[config.mk]
export PLATFORM = sky130hd
export DESIGN_NAME = spi_sram_arbiter
export DESIGN_NICKNAME = d
export VERILOG_FILES = /design/src/rtl/spi_sram_arbiter_pkg.sv /design/src/rtl/spi_sram_arbiter_shift_engine.sv /design/src/rtl/spi_sram_arbiter.sv
export SDC_FILE = /design/constraint.sdc
export NUM_CORES = 1
export LEC_CHECK = 0
export ABC_CLOCK_PERIOD_IN_PS = 3500
export BUFFER_PORTS_ARGS = -buffer_cell sky130_fd_sc_hd__buf_2
export CELL_PAD_IN_SITES_DETAIL_PLACEMENT = 0
export CELL_PAD_IN_SITES_GLOBAL_PLACEMENT = 1
export CORE_ASPECT_RATIO = 1.5
export CORE_MARGIN = 3
export CORE_UTILIZATION = 25
export DETAILED_ROUTE_END_ITERATION = 7
export PLACE_DENSITY_LB_ADDON = 0.1
export SYNTH_ARGS = -nofsm -noshare
export SYNTH_HDL_FRONTEND = slang
export SYNTH_HIERARCHICAL = 1
export SYNTH_SLANG_ARGS = --single-unit
[constraint.sdc]
create_clock -name clk_i -period 3.5 [get_ports clk_i]
set_clock_uncertainty 0.1 [all_clocks]
set_input_delay 0 -clock clk_i [delete_from_list [all_inputs] [get_ports clk_i]]
set_output_delay 0 -clock clk_i [all_outputs]
set_load 0.02 [all_outputs]
[src/rtl/spi_sram_arbiter_pkg.sv]
// spi_con: shared constants and types for the SPI SRAM arbiter.
//   OPC_READ / OPC_WRITE  byte-mode SRAM opcodes
//   SPI_ADDRBITS          address bits sent on the wire
//   FRAMEBITS             opcode + address + data bits per transaction
//   state_t               arbiter states
//   port_t                requester identity
package spi_con;

  localparam logic [7:0] OPC_READ     = 8'h03;
  localparam logic [7:0] OPC_WRITE    = 8'h02;
  localparam int         SPI_ADDRBITS = 24;
  localparam int         FRAMEBITS    = 8 + SPI_ADDRBITS + 8;

  typedef enum logic [1:0] {
    IDLE,
    SHIFT,
    GAP
  } state_t;

  typedef enum logic {
    RD,
    WR
  } port_t;

  function automatic logic [FRAMEBITS-1:0] make_frame(
    input logic [7:0]              opc,
    input logic [SPI_ADDRBITS-1:0] addr,
    input logic [7:0]              data
  );
    return {opc, addr, data};
  endfunction

endpackage

[src/rtl/spi_sram_arbiter_shift_engine.sv]
// spi_shift_engine: serialises one 40-bit frame onto the SPI pins (mode 0,
// sck = clk/2) and collects the last 8 bits from so on read transactions.
//   clk_i, rst_ni  clock, async active-low reset
//   start_i        load frame_i and begin shifting (ignored while active)
//   is_read_i      sample so during the data byte of this frame
//   frame_i        frame to send, MSB first
//   so_i           serial data from the SRAM
//   cs_o/sck_o/si_o  registered SPI pins
//   rx_o           last byte sampled from so (held between reads)
//   done_o         high in the final cycle; the frame ends at the coming edge
module spi_shift_engine
  import spi_con::*;
(
  input  logic                 clk_i,
  input  logic                 rst_ni,
  input  logic                 start_i,
  input  logic                 is_read_i,
  input  logic [FRAMEBITS-1:0] frame_i,
  input  logic                 so_i,
  output logic                 cs_o,
  output logic                 sck_o,
  output logic                 si_o,
  output logic [7:0]           rx_o,
  output logic                 done_o
);

  localparam int BIT_W = $clog2(FRAMEBITS);
  localparam logic [BIT_W-1:0] LAST_BIT = BIT_W'(FRAMEBITS - 1);
  localparam logic [BIT_W-1:0] RX_FIRST = BIT_W'(FRAMEBITS - 8);

  logic [FRAMEBITS-1:0] frame_q;
  logic [BIT_W-1:0]     bit_q;
  logic                 phase_q;
  logic                 active_q;
  logic                 read_q;
  logic                 cs_q;
  logic                 sck_q;
  logic                 si_q;
  logic [7:0]           rx_q;

  assign done_o = active_q && phase_q && (bit_q == LAST_BIT);

  // frame_q holds the bits not yet placed on si; si_q carries the current bit
  // so it is already valid in the first cycle after the start edge.
  always_ff @(posedge clk_i or negedge rst_ni) begin
    if (!rst_ni) begin
      frame_q  <= '0;
      bit_q    <= '0;
      phase_q  <= 1'b0;
      active_q <= 1'b0;
      read_q   <= 1'b0;
      cs_q     <= 1'b1;
      sck_q    <= 1'b0;
      si_q     <= 1'b0;
      rx_q     <= '0;
    end else if (!active_q) begin
      if (start_i) begin
        active_q <= 1'b1;
        read_q   <= is_read_i;
        cs_q     <= 1'b0;
        sck_q    <= 1'b0;
        si_q     <= frame_i[FRAMEBITS-1];
        frame_q  <= {frame_i[FRAMEBITS-2:0], 1'b0};
        bit_q    <= '0;
        phase_q  <= 1'b0;
      end
    end else if (!phase_q) begin
      sck_q   <= 1'b1;
      phase_q <= 1'b1;
    end else begin
      // SRAM drives so after sck falls; it is stable by the end of the high phase.
      if (read_q && (bit_q >= RX_FIRST)) begin
        rx_q <= {rx_q[6:0], so_i};
      end
      phase_q <= 1'b0;
      sck_q   <= 1'b0;
      if (bit_q == LAST_BIT) begin
        active_q <= 1'b0;
        cs_q     <= 1'b1;
        si_q     <= 1'b0;
      end else begin
        si_q    <= frame_q[FRAMEBITS-1];
        frame_q <= {frame_q[FRAMEBITS-2:0], 1'b0};
        bit_q   <= bit_q + BIT_W'(1);
      end
    end
  end

  assign cs_o  = cs_q;
  assign sck_o = sck_q;
  assign si_o  = si_q;
  assign rx_o  = rx_q;

endmodule

[src/rtl/spi_sram_arbiter.sv]
// spi_sram_arbiter: round-robin owner of the single SPI SRAM, shared by the
// video read port and the pixel write port. One byte-mode transaction at a time.
//   clk_i, rst_ni                    clock, async active-low reset
//   rd_req_i, rd_addr_i              read request / address (held until rd_gnt_o)
//   rd_gnt_o, rd_valid_o, rd_data_o  read accept pulse, data-valid pulse, held data
//   wr_req_i, wr_addr_i, wr_data_i   write request / address / byte (held until wr_gnt_o)
//   wr_gnt_o, wr_done_o              write accept pulse, write-finished pulse
//   busy_o                           not IDLE
//   cs_o, sck_o, si_o, so_i          SRAM SPI pins
//
// state | meaning
// IDLE  | bus free, grant a pending request
// SHIFT | frame on the wire, cs low for 80 cycles
// GAP   | cs high recovery, CS_GAP cycles before IDLE
module spi_sram_arbiter
  import spi_con::*;
#(
  parameter int ADDRESSBITS = 19,
  parameter int CS_GAP      = 2
) (
  input  logic                   clk_i,
  input  logic                   rst_ni,
  input  logic                   rd_req_i,
  input  logic [ADDRESSBITS-1:0] rd_addr_i,
  output logic                   rd_gnt_o,
  output logic                   rd_valid_o,
  output logic [7:0]             rd_data_o,
  input  logic                   wr_req_i,
  input  logic [ADDRESSBITS-1:0] wr_addr_i,
  input  logic [7:0]             wr_data_i,
  output logic                   wr_gnt_o,
  output logic                   wr_done_o,
  output logic                   busy_o,
  output logic                   cs_o,
  output logic                   sck_o,
  output logic                   si_o,
  input  logic                   so_i
);

  if (ADDRESSBITS > SPI_ADDRBITS) begin : g_addr_chk
    $error("ADDRESSBITS must not exceed SPI_ADDRBITS");
  end
  if (CS_GAP < 1) begin : g_gap_chk
    $error("CS_GAP must be at least 1");
  end

  localparam int GAP_W = (CS_GAP > 1) ? $clog2(CS_GAP) : 1;
  // The SHIFT->GAP edge is also the edge cs rises, so GAP spans CS_GAP cycles of cs high.
  localparam logic [GAP_W-1:0] GAP_LOAD = GAP_W'(CS_GAP - 1);

  state_t               state_q, state_d;
  port_t                last_q, last_d;
  logic [GAP_W-1:0]     gap_q, gap_d;
  logic                 rd_gnt_q, rd_gnt_d;
  logic                 wr_gnt_q, wr_gnt_d;
  logic                 busy_q;
  logic                 fin_q;
  logic                 rd_valid_q;
  logic                 wr_done_q;
  logic [7:0]           rd_data_q;

  logic                 eng_start;
  logic                 eng_is_read;
  logic [FRAMEBITS-1:0] eng_frame;
  logic                 eng_done;
  logic [7:0]           eng_rx;

  always_comb begin
    state_d     = state_q;
    last_d      = last_q;
    gap_d       = gap_q;
    rd_gnt_d    = 1'b0;
    wr_gnt_d    = 1'b0;
    eng_start   = 1'b0;
    eng_is_read = 1'b0;
    eng_frame   = '0;
    case (state_q)
      IDLE: begin
        // On a tie the port that was not served last wins.
        if (rd_req_i && (!wr_req_i || last_q == WR)) begin
          rd_gnt_d    = 1'b1;
          last_d      = RD;
          eng_start   = 1'b1;
          eng_is_read = 1'b1;
          eng_frame   = make_frame(OPC_READ, SPI_ADDRBITS'(rd_addr_i), 8'h00);
          state_d     = SHIFT;
        end else if (wr_req_i) begin
          wr_gnt_d    = 1'b1;
          last_d      = WR;
          eng_start   = 1'b1;
          eng_frame   = make_frame(OPC_WRITE, SPI_ADDRBITS'(wr_addr_i), wr_data_i);
          state_d     = SHIFT;
        end
      end
      SHIFT: begin
        if (eng_done) begin
          gap_d   = GAP_LOAD;
          state_d = GAP;
        end
      end
      GAP: begin
        if (gap_q == '0) begin
          state_d = IDLE;
        end else begin
          gap_d = gap_q - GAP_W'(1);
        end
      end
      default: state_d = IDLE;
    endcase
  end

  always_ff @(posedge clk_i or negedge rst_ni) begin
    if (!rst_ni) begin
      state_q <= IDLE;
      last_q  <= WR;
      gap_q   <= '0;
    end else begin
      state_q <= state_d;
      last_q  <= last_d;
      gap_q   <= gap_d;
    end
  end

  // last_q names the port owning the transaction in flight until the next grant,
  // which cannot happen before the completion pulses have gone out.
  always_ff @(posedge clk_i or negedge rst_ni) begin
    if (!rst_ni) begin
      rd_gnt_q   <= 1'b0;
      wr_gnt_q   <= 1'b0;
      busy_q     <= 1'b0;
      fin_q      <= 1'b0;
      rd_valid_q <= 1'b0;
      wr_done_q  <= 1'b0;
      rd_data_q  <= '0;
    end else begin
      rd_gnt_q   <= rd_gnt_d;
      wr_gnt_q   <= wr_gnt_d;
      busy_q     <= (state_d != IDLE);
      fin_q      <= eng_done;
      rd_valid_q <= fin_q && (last_q == RD);
      wr_done_q  <= fin_q && (last_q == WR);
      if (fin_q && (last_q == RD)) begin
        rd_data_q <= eng_rx;
      end
    end
  end

  spi_shift_engine u_engine (
    .clk_i     (clk_i),
    .rst_ni    (rst_ni),
    .start_i   (eng_start),
    .is_read_i (eng_is_read),
    .frame_i   (eng_frame),
    .so_i      (so_i),
    .cs_o      (cs_o),
    .sck_o     (sck_o),
    .si_o      (si_o),
    .rx_o      (eng_rx),
    .done_o    (eng_done)
  );

  assign rd_gnt_o   = rd_gnt_q;
  assign wr_gnt_o   = wr_gnt_q;
  assign rd_valid_o = rd_valid_q;
  assign wr_done_o  = wr_done_q;
  assign rd_data_o  = rd_data_q;
  assign busy_o     = busy_q;

endmodule

==> run_results.csv, run 1 <==
group,metric,value,unit
clocking,cts_sinks,76,
clocking,clk_path_buf_depth,2,
clocking,cts_buffers,9,
status,status,"finished clean",
synth,synth.area.top_cells,"dfrtp_1 (48%), mux2_2 (16%), mux2_4 (15%)",
drt,dr.pass1.iters,4,
drt,via_count,2440,
place,pre_cts_slack,1.32,ns
timing,period_share,61.6,%
clocking,tritoncts,"done",
synth,yosysMostFrequentCell,"dfrtp_1",
worst_setup_path,cp_slowest_stage_delay,0.54,ns
worst_setup_path,arrival,2.27,ns
timing,slew_violations,0,
floorplanning,die_area,17100,um^2
clocking,clock_latency,0.33,ns
pwr,ir_worst_vdd,0.000175,V
timing,setup_tns,0,ns
clocking,postCtsSetupRepairBufs,0,
final_layout,fillCellCount,1584,
synth,synth_top_area_share,47.8,%
final_layout,nets,415,
drt,drtIter0Drc,85,
synth,synth_edf_count,0,
pwr,powerDensity,419,nW/um^2
worst_setup_path,crit_slowest_cell,"dlygate4sd3_1",
pwr,p_switching,388,uW
drt,wl,8670,um
clocking,clkSlewWorstSetupHoldPaths,0.06,ns
clocking,cts_resized,0,
grt,grt_overflow,0,
synth,async_reset_ff_share,100,%
synth,synth_seq_cells,76,
run,max_cap_viol_count,0,
floorplanning,ios,67,
place,globalplace.congestion,0.677,
synth,synth.largest_area_cell,"dfrtp_1",
worst_setup_path,start_kind,"input pin",
floorplanning,start_util,25.6,%
worst_setup_path,crit_path_cell_trace,"dlygate4sd3_1 -> buf_2 -> o21ai_0 -> inv_1 -> a21oi_4 -> buf_4 -> mux2_4",
clocking,cts.htree.levels,3,
timing,slew-limit-headroom,38.0,%
final_layout,multi_input_area,1850,um^2
timing,tightest_slew,0.930,ns
pwr,power_frac_comb,2.9,%
synth,synthFlopType,"dfrtp_1",
synth,synthCells,283,
synth,avgSynthCellArea,13.7,um^2
drt,final_antenna_net_count,0,
floorplanning,die_w,108,um
pwr,p_seq_share,43.9,%
drt,viasPerCell,4.32,
timing,final.min_clock_period,2.16,ns
floorplanning,core_area,15100,um^2
synth,syn-cell-area,3870,um^2
worst_setup_path,worstPathMaxFanout,21,
floorplanning,die_h,158,um
pwr,intPower,1620,uW
drt,drc_errors,0,
clocking,cts_root_buf,"clkbuf_16",
place,dp_hpwl,5730,um
drt,wire_per_inst,15.3,um
grt,grt_pass1_wl,13800,um
grt,track_usage,10.7,%
grt,antenna_found_initial,0,
synth,synth.yosys.seq_area_share,49.2,%
final_layout,areaGrowthSynthToFinish,23.5,%
hold_path,worstHoldPathType,"input pin to flop",
final_layout,seq_area,1910,um^2
final_layout,drive_gt1_share,51.4,%
worst_setup_path,crit_type,"input pin to flop",
floorplanning,fp-row-count,55,
synth,ys_warn_count,6,
pwr,clockPowerShare,53.2,%
timing,setup_violations,0,
grt,grt_max_degree,48,
worst_setup_path,crit_required,3.61,ns
worst_setup_path,cp-end-kind,"flop",
synth,synth_cell_types,39,
final_layout,antennaDiodeCount,0,
grt,grt_pass1_vias,2539,
timing,hold_viol,0,
synth,synth_common_cells,"dfrtp_1 (74), mux2_2 (55), mux2_4 (38), a22o_1 (19), nand2_1 (12)",
timing,rsz0062_at_grt,"no",
timing,finalWorstSetupSlack,1.34,ns
pwr,leakage,0.00250,uW
pwr,swShare,19.4,%
timing,fmax,464,MHz
place,portBuffers,66,
clocking,cts_hold_repair.buffers,5,
## registers in the layout, indices dropped and copies added (netlist names)
name,cells
u_engine/frame_q,39
rd_data_o,8
u_engine/rx_o,8
u_engine/bit_q,6
state_q,2
busy_o,1
fin_q,1
gap_q,1
last_q,1
rd_gnt_o,1
rd_valid_o,1
u_engine/active_q,1
u_engine/cs_o,1
u_engine/read_q,1
u_engine/sck_o,1
u_engine/si_o,1
wr_done_o,1
wr_gnt_o,1
## metal layers
layer  wire length (um)  share of wire (%)  track usage (%)  vias up
li1                   -                  -                -     1169
met1               3680                 42             13.3     1212
met5                  0                  0                0        -
met4                194                2.2             5.23        0
met3                271                3.1             2.27       11
met2               4530                 52             17.8       48
## per-stage QoR
step                      instance area, um^2  utilization, %  std cells  total power [uW]  hold slack (ns)
after floorplan                          3910               -        293               904           -0.396
after global placement                   4400            29.0        545               954          -0.0238
after detailed placement                 4400            29.0        545               954          -0.0290
after CTS                                4790            31.6        565              2040          0.00713
after global routing                     4790            31.6        565              2090           0.0386
final                                    4790            31.6        565              2010           0.0245
## layout make-up
| type | instances | share of cell area (%) |
|---|---|---|
| flip-flops and latches | 76 | 39.8 |
| multi-input cells | 193 | 38.7 |
| repair buffers | 75 | 8.63 |
| well taps | 199 | 5.20 |
| clock buffers | 10 | 4.99 |
| clock inverters | 5 | 2.09 |
| inverters | 7 | 0.549 |
## path summary, 6_finish.rpt
path	depth (start not counted)	slack, ns	from	to
worst max-delay path	7	1.34	rd_req_i	u_engine/frame_q[16]
worst min register to register	1	0.38	fin_q	wr_done_o
max in group asynchronous	3	2.29	rst_ni	last_q
worst max register to register	5	1.36	last_q	u_engine/frame_q[15]
min in group asynchronous	2	0.11	rst_ni	u_engine/frame_q[7]
worst min-delay path	4	0.02	wr_data_i[4]	u_engine/frame_q[5]
## cell usage in the layout, fill, tap and decap left out, types with 2 or more instances in the layout
master,n
mux2_2,55
dfstp_2,2
a22o_1,19
ha_1,2
dlygate4sd3_1,5
conb_1,11
a21o_1,2
clkinv_2,2
nor2b_1,2
dfrtp_1,73
buf_4,5
nor2_1,2
and2_1,9
a211oi_1,2
nand3_1,4
buf_2,65
nor2_2,2
inv_1,7
a21oi_1,6
mux2_4,38
bufinv_16,3
nand2_1,12
clkbuf_16,9
and3_1,5
o21ai_0,6
## cell families (layout without fill, tap and decap cells)
group | count (synthesis) | in the layout | synth area share [%]
DFF | 76 | 76 | 49.2
xor gates and xnor gates | 1 | 1 | 0.226
and+or+nand+nor | 43 | 43 | 6.23
buffers and inverters | 24 | 97 | 3.97
adders and majority gates | 2 | 2 | 0.646
muxes | 95 | 95 | 31.3
other | 1 | 11 | 0.0968
AOI/OAI and AO/OA | 41 | 41 | 8.40
## worst max-delay path: cells and delay by family
| family | cells | cell delay [ns] |
|---|---|---|
| compound gates | 2 | 0.56 |
| mux | 1 | 0.34 |
| buf+inv | 4 | 1.36 |
## power groups by stage
stage	Clock (uW)	Combinational, uW	Sequential, uW
3_3_place_gp	0	58.0	896
3_5_place_dp	0	58.1	896
2_1_floorplan	0	7.69	896
5_1_grt	1150	67.9	879
6_report	1070	58.6	880
4_1_cts	1100	61.8	880
(Power assumes the default switching activity.)
==> inputs of run 2 (changes only) <==
--- a/config.mk
+++ b/config.mk
@@ -5,7 +5,7 @@
 export SDC_FILE = /design/constraint.sdc
 export NUM_CORES = 1
 export LEC_CHECK = 0
-export ABC_CLOCK_PERIOD_IN_PS = 3500
+export ABC_CLOCK_PERIOD_IN_PS = 2200
 export BUFFER_PORTS_ARGS = -buffer_cell sky130_fd_sc_hd__buf_2
 export CELL_PAD_IN_SITES_DETAIL_PLACEMENT = 0
 export CELL_PAD_IN_SITES_GLOBAL_PLACEMENT = 1
==> constraint.sdc (replaced) <==
create_clock -name clk_i -period 2.2 [get_ports clk_i]
set_clock_uncertainty 0.1 [all_clocks]
set_input_delay 0 -clock clk_i [delete_from_list [all_inputs] [get_ports clk_i]]
set_output_delay 0 -clock clk_i [all_outputs]
set_load 0.02 [all_outputs]
==> run 2 against run 1 <==
Against the previous run: register-to-register slack got worse by 1.1 ns; global-route usage fell by 0.66 points; critical path type is now flop to flop; sequential power is 59% higher; critical path depth fell by 1; largest power group unchanged.
==> run_results.csv, run 2 (synthesis gave the netlist of run 1 again) <==
group,metric,value,unit
status,status,"finished clean",
drt,wire_per_inst,14.7,um
drt,drc_errors,0,
worst_setup_path,arrival,2.10,ns
clocking,clock_latency,0.33,ns
timing,tightest_slew,0.820,ns
grt,grt_max_degree,41,
grt,antenna_found_initial,0,
pwr,power_frac_comb,3.0,%
drt,via_count,2436,
timing,final.min_clock_period,1.98,ns
pwr,intPower,2360,uW
final_layout,nets,419,
clocking,cts_root_buf,"clkbuf_16",
clocking,cts_buffers,9,
worst_setup_path,startpoint,"u_engine/bit_q[0]",
floorplanning,core_area,15100,um^2
timing,setup_tns,0,ns
timing,fmax,505,MHz
clocking,clkSlewWorstSetupHoldPaths,0.06,ns
worst_setup_path,r2r-start,"u_engine/bit_q[0]",
floorplanning,start_util,25.6,%
timing,rsz0062_at_grt,"no",
final_layout,fin_cells,570,
drt,drtIter0Drc,44,
pwr,swShare,22.1,%
worst_setup_path,worstPathMaxFanout,40,
floorplanning,ios,67,
worst_setup_path,cp-end-kind,"flop",
timing,whs,0.0179,ns
drt,dr.pass1.iters,4,
worst_setup_path,crit_required,2.32,ns
grt,grt_overflow,0,
pwr,powerDensity,633,nW/um^2
worst_setup_path,reg2reg_depth,6,
worst_setup_path,timing.rr.end,"u_engine/frame_q[30]",
clocking,tritoncts,"done",
pwr,leakage,0.00250,uW
run,max_cap_viol_count,0,
floorplanning,fp-row-count,55,
grt,track_usage,10.1,%
final_layout,antennaDiodeCount,0,
floorplanning,die_w,108,um
timing,setup_violations,0,
clocking,cts.htree.levels,3,
final_layout,layout_common_cells,"dfrtp_1 (73), buf_2 (65), mux2_2 (55), mux2_4 (38), a22o_1 (19)",
place,place_inst,551,
drt,final_antenna_net_count,0,
place,globalplace.congestion,0.751,
drt,wl,8360,um
floorplanning,die_h,158,um
final_layout,areaGrowthSynthToFinish,23.7,%
place,portBuffers,66,
pwr,p_switching,672,uW
final_layout,largest_reg_flops,39,
drt,viasPerCell,4.27,
worst_setup_path,crit_type,"flop to flop",
worst_setup_path,crit_end,"u_engine/frame_q[30]",
timing,finalWorstSetupSlack,0.218,ns
timing,hold_viol,0,
clocking,clk_path_buf_depth,2,
final_layout,layout_commonest_cell,"dfrtp_1",
final_layout,drive_gt1_share,52.6,%
pwr,p_seq_share,46.1,%
pwr,clockPowerShare,50.9,%
final_layout,regMostFlops,"u_engine/frame_q",
clocking,cts_sinks,76,
clocking,cts_resized,0,
floorplanning,die_area,17100,um^2
worst_setup_path,start_kind,"flop",
grt,grt_pass1_vias,2426,
grt,grt_pass1_wl,13200,um
place,pre_cts_slack,0.248,ns
pwr,ir_worst_vdd,0.000305,V
place,dp_hpwl,5580,um
worst_setup_path,regToRegSetupSlack,0.22,ns
timing,slew-limit-headroom,45.2,%
timing,slew_violations,0,
hold_path,worstHoldPathType,"input pin to flop",
timing,period_share,90.1,%
## run 2: cell count changes in the layout (fill, tap and decap cells not counted)
cell and change:
bufinv_16 -2, buf_4 +5, buf_12 +1, dlygate4sd3_1 -2, clkinv_2 -2, clkinvlp_4 +3
inv_6 +2
## run 2: metal layers
layer  share of wire, %  GRT usage [%]
met4                2.3           5.42
met1                 46           13.4
met3                2.6           1.62
met5                  0              0
met2                 49           15.7
## run 2: how the worst min path moves through the flow
| stage | start | to | slack [ns] | depth (start not counted) |
|---|---|---|---|---|
| 2_1_floorplan | rst_ni | busy_o | -0.40 | 0 |
| 3_3_place_gp | rst_ni | u_engine/frame_q[6] | -0.09 | 1 |
| 3_5_place_dp | rst_ni | u_engine/frame_q[7] | -0.09 | 1 |
| 4_1_cts | wr_req_i | wr_gnt_o | 0.02 | 2 |
| 5_1_grt | wr_req_i | wr_gnt_o | 0.04 | 2 |
| 6_report | wr_req_i | wr_gnt_o | 0.02 | 2 |
## run 2: per-stage QoR
step / cell area, um^2 / utilization (%) / power (uW)
final: 4790 / 31.7 / 3030
after global routing: 4790 / 31.7 / 3150
after CTS: 4790 / 31.7 / 3090
after detailed placement: 4450 / 29.4 / 1520
after global placement: 4450 / 29.4 / 1520
after floorplan: 3910 / - / 1440
## run 2: power by group through the flow
stage	Clock, uW	Combinational (uW)	Sequential [uW]
final	1540	91.1	1400
after global routing	1640	107	1400
after CTS	1600	95.9	1400
after detailed placement	0	91.2	1430
after global placement	0	90.4	1420
after floorplan	0	12.2	1430
## run 2: cell type report
type,instances,area [um^2]
inverters,7,26.3
flip-flops and latches,76,1910
clock buffers,10,239
multi-input cells,193,1850
repair buffers,79,450
fillers,1573,10300
well taps,199,249
clock inverters,6,70.1
## run 2: critical path, cell delays in order (launching register included)
cell     delay [ns]
dfrtp_1        0.41
ha_1           0.22
and2_2         0.23
a31oi_4        0.26
a21oi_4        0.06
buf_12         0.21
mux2_4         0.33
## run 2: what timing repair did
item	in CTS	in global routing
endpoints found under the hold margin	37	0
buffers inserted	0	0
hold buffers	3	0
setup endpoints to repair	0	0
==> inputs of run 3 (changes only) <==
--- a/config.mk
+++ b/config.mk
@@ -5,6 +5,7 @@
 export SDC_FILE = /design/constraint.sdc
 export NUM_CORES = 1
 export LEC_CHECK = 0
+export ABC_AREA = 1
 export ABC_CLOCK_PERIOD_IN_PS = 2200
 export BUFFER_PORTS_ARGS = -buffer_cell sky130_fd_sc_hd__buf_2
 export CELL_PAD_IN_SITES_DETAIL_PLACEMENT = 0
==> run 3 against run 2 <==
Against the previous run: via count rose by 47%; sequential share of layout area fell by 1.8 points; fmax rose by 6.0%; global-route usage rose by 2.8 points; cell count rose by 49%; clock-buffer cell count rose by 2; die area rose by 5.5%; first-iteration DRC count rose to 4.6 times the previous value; sequential power barely moved; critical endpoint is now u_engine/frame_q[31]; largest power group unchanged.
==> run_results.csv, run 3 <==
group,metric,value,unit
status,status,"finished clean",
clocking,cts_hold_repair.buffers,15,
pwr,clockPowerShare,48.2,%
worst_setup_path,crit_type,"flop to flop",
grt,grt_overflow,0,
final_layout,regMostFlops,"u_engine/frame_q",
pwr,intPower,2290,uW
synth,synth_cell_types,28,
timing,setup_tns,0,ns
floorplanning,ios,67,
synth,avgSynthCellArea,7.36,um^2
pwr,ir_worst_vdd,0.000278,V
synth,syn-cell-area,4100,um^2
floorplanning,core_area,15800,um^2
floorplanning,die_area,18000,um^2
pwr,p_seq_share,47.2,%
clocking,cts_resized,0,
clocking,clock_latency,0.34,ns
final_layout,antennaDiodeCount,0,
drt,wire_per_inst,12.7,um
worst_setup_path,cp_slowest_stage_delay,0.41,ns
place,dp_hpwl,7210,um
synth,synth_top_area_share,45.2,%
synth,synth.yosys.seq_area_share,46.5,%
synth,synth_edf_count,0,
final_layout,drive_gt1_share,19.5,%
pwr,p_switching,670,uW
grt,grt_pass1_vias,3725,
worst_setup_path,start_kind,"flop",
synth,ys_warn_count,6,
clocking,cts_buffers,9,
timing,hold_viol,0,
floorplanning,die_h,163,um
final_layout,layout_commonest_cell,"nand2_1",
clocking,clk_path_buf_depth,2,
clocking,cts_root_buf,"clkbuf_16",
grt,track_usage,12.9,%
timing,rsz0062_at_grt,"no",
worst_setup_path,cpMostUsedCell,"nand2_2",
clocking,tritoncts,"done",
synth,synth.largest_area_cell,"dfrtp_1",
worst_setup_path,arrival,1.99,ns
synth,async_reset_ff_share,100,%
synth,synth_seq_cells,76,
timing,fmax,535,MHz
floorplanning,start_util,25.9,%
hold_path,worstHoldPathType,"input pin to asynchronous set/reset pin",
worst_setup_path,crit_slowest_cell,"dfrtp_1",
drt,dr.pass1.iters,4,
grt,grt_max_degree,46,
pwr,power_frac_comb,4.6,%
pwr,leakage,0.00279,uW
place,globalplace.congestion,0.737,
synth,yosysMostFrequentCell,"nand2_1",
worst_setup_path,cp_top_family,"simple AND/OR/NAND/NOR gates",
timing,period_share,85.0,%
final_layout,layout_common_cells,"nand2_1 (304), dfrtp_1 (74), buf_2 (65), inv_1 (31), nand3_1 (25)",
pwr,swShare,22.6,%
worst_setup_path,worstPathMaxFanout,41,
synth,synth.area.top_cells,"dfrtp_1 (45%), nand2_1 (28%), nand4_1 (3.2%)",
pwr,powerDensity,590,nW/um^2
timing,slew_violations,0,
grt,grt_pass1_wl,18700,um
final_layout,largest_reg_flops,39,
run,max_cap_viol_count,0,
drt,drtIter0Drc,203,
grt,antenna_found_initial,0,
clocking,clkSlewWorstSetupHoldPaths,0.06,ns
floorplanning,die_w,111,um
timing,final.min_clock_period,1.87,ns
synth,synthCells,557,
timing,setup_violations,0,
drt,via_count,3592,
timing,tightest_slew,0.603,ns
drt,final_antenna_net_count,0,
drt,drc_errors,0,
synth,synth_common_cells,"nand2_1 (304), dfrtp_1 (74), inv_1 (31), nand3_1 (25), nand4_1 (21)",
final_layout,nets,693,
final_layout,areaGrowthSynthToFinish,22.6,%
place,portBuffers,66,
clocking,cts.htree.levels,3,
worst_setup_path,crit_required,2.32,ns
drt,wl,10800,um
worst_setup_path,cp-end-kind,"flop",
floorplanning,fp-row-count,56,
worst_setup_path,crit_buf_inv,0,
clocking,cts_sinks,76,
synth,synthFlopType,"dfrtp_1",
pwr,fin_total_pwr,2960,uW
timing,slew-limit-headroom,59.8,%
clocking,postCtsSetupRepairBufs,0,
drt,viasPerCell,4.24,
worst_setup_path,crit_path_cell_trace,"ha_1 -> nand2_2 -> nor2_4 -> nand2_2 -> nand2_2 -> nand2_4 -> nand2_1 -> nand2_1",
## run 3: cell count changes after synthesis, sizes merged, moves of 19 or more
cell / previous run / this run
mux2: 94 / 1
nand4: 1 / 21
nand2: 12 / 329
a22o: 19 / 0
nor2: 4 / 23
nand3: 4 / 26
inv: 7 / 33
## run 3: cell type report
type,count,area (um^2)
clock buffers,12,256
inverters,33,124
multi-input cells,430,1890
fillers,1767,10800
clock inverters,4,32.5
flip-flops and latches,76,1900
well taps,203,254
repair buffers,90,563
## run 3: path summary, 6_finish.rpt
check / start / endpoint / slack, ns / cells after the start
worst max-delay path: u_engine/bit_q[1] / u_engine/frame_q[31] / 0.33 / 8
worst min-delay path: rst_ni / rd_data_o[1] / 0.005 / 2
worst max register to register: u_engine/bit_q[1] / u_engine/frame_q[31] / 0.33 / 8
worst min register to register: rd_data_o[2] / rd_data_o[2] / 0.37 / 2
max in group asynchronous: rst_ni / u_engine/bit_q[2] / 1.39 / 3
min in group clk_i: wr_addr_i[1] / u_engine/frame_q[10] / 0.01 / 7
## run 3: cells by family after synthesis
kind of cell,after synthesis,share of synthesized area [%]
and+or+nand+nor,401,42.3
DFF,76,46.5
buffers and inverters,61,8.34
AOI/OAI and AO/OA,15,1.95
adders and majority gates,2,0.611
muxes,1,0.275
other,1,0.0915
## run 3: routing by layer
metal  vias up  GRT usage (%)  part of all wire (%)
met5         -              0                     0
met4         0           4.37                   1.3
met2        62           23.0                    50
met1      1652           15.3                    45
met3         7           2.79                   3.7
li1       1871              -                     -
## run 3: power by group through the flow
stage / sequential [uW] / combinational (uW) / clock (uW)
2_1_floorplan: 1420 / 32.0 / 0
3_3_place_gp: 1420 / 123 / 0
3_5_place_dp: 1420 / 122 / 0
4_1_cts: 1400 / 141 / 1500
5_1_grt: 1400 / 158 / 1540
6_report: 1400 / 137 / 1430
## run 3: worst register-to-register path: stages (launching register included)
cell	delay, ns
dfrtp_1	0.41
ha_1	0.24
nand2_2	0.09
nor2_4	0.12
nand2_2	0.11
nand2_2	0.10
nand2_4	0.33
nand2_1	0.19
nand2_1	0.07
## run 3: metrics by stage
step	hold slack [ns]	util [%]	area, um^2	worst slack (ns)	cells
5_1_grt	0.0303	31.7	5020	0.130	848
6_report	0.00511	31.7	5020	0.331	848
4_1_cts	0.00172	31.7	5020	0.275	848
3_5_place_dp	-0.172	29.0	4580	0.298	817
3_3_place_gp	-0.174	29.0	4580	0.308	817
2_1_floorplan	-0.396	-	4140	0.679	567
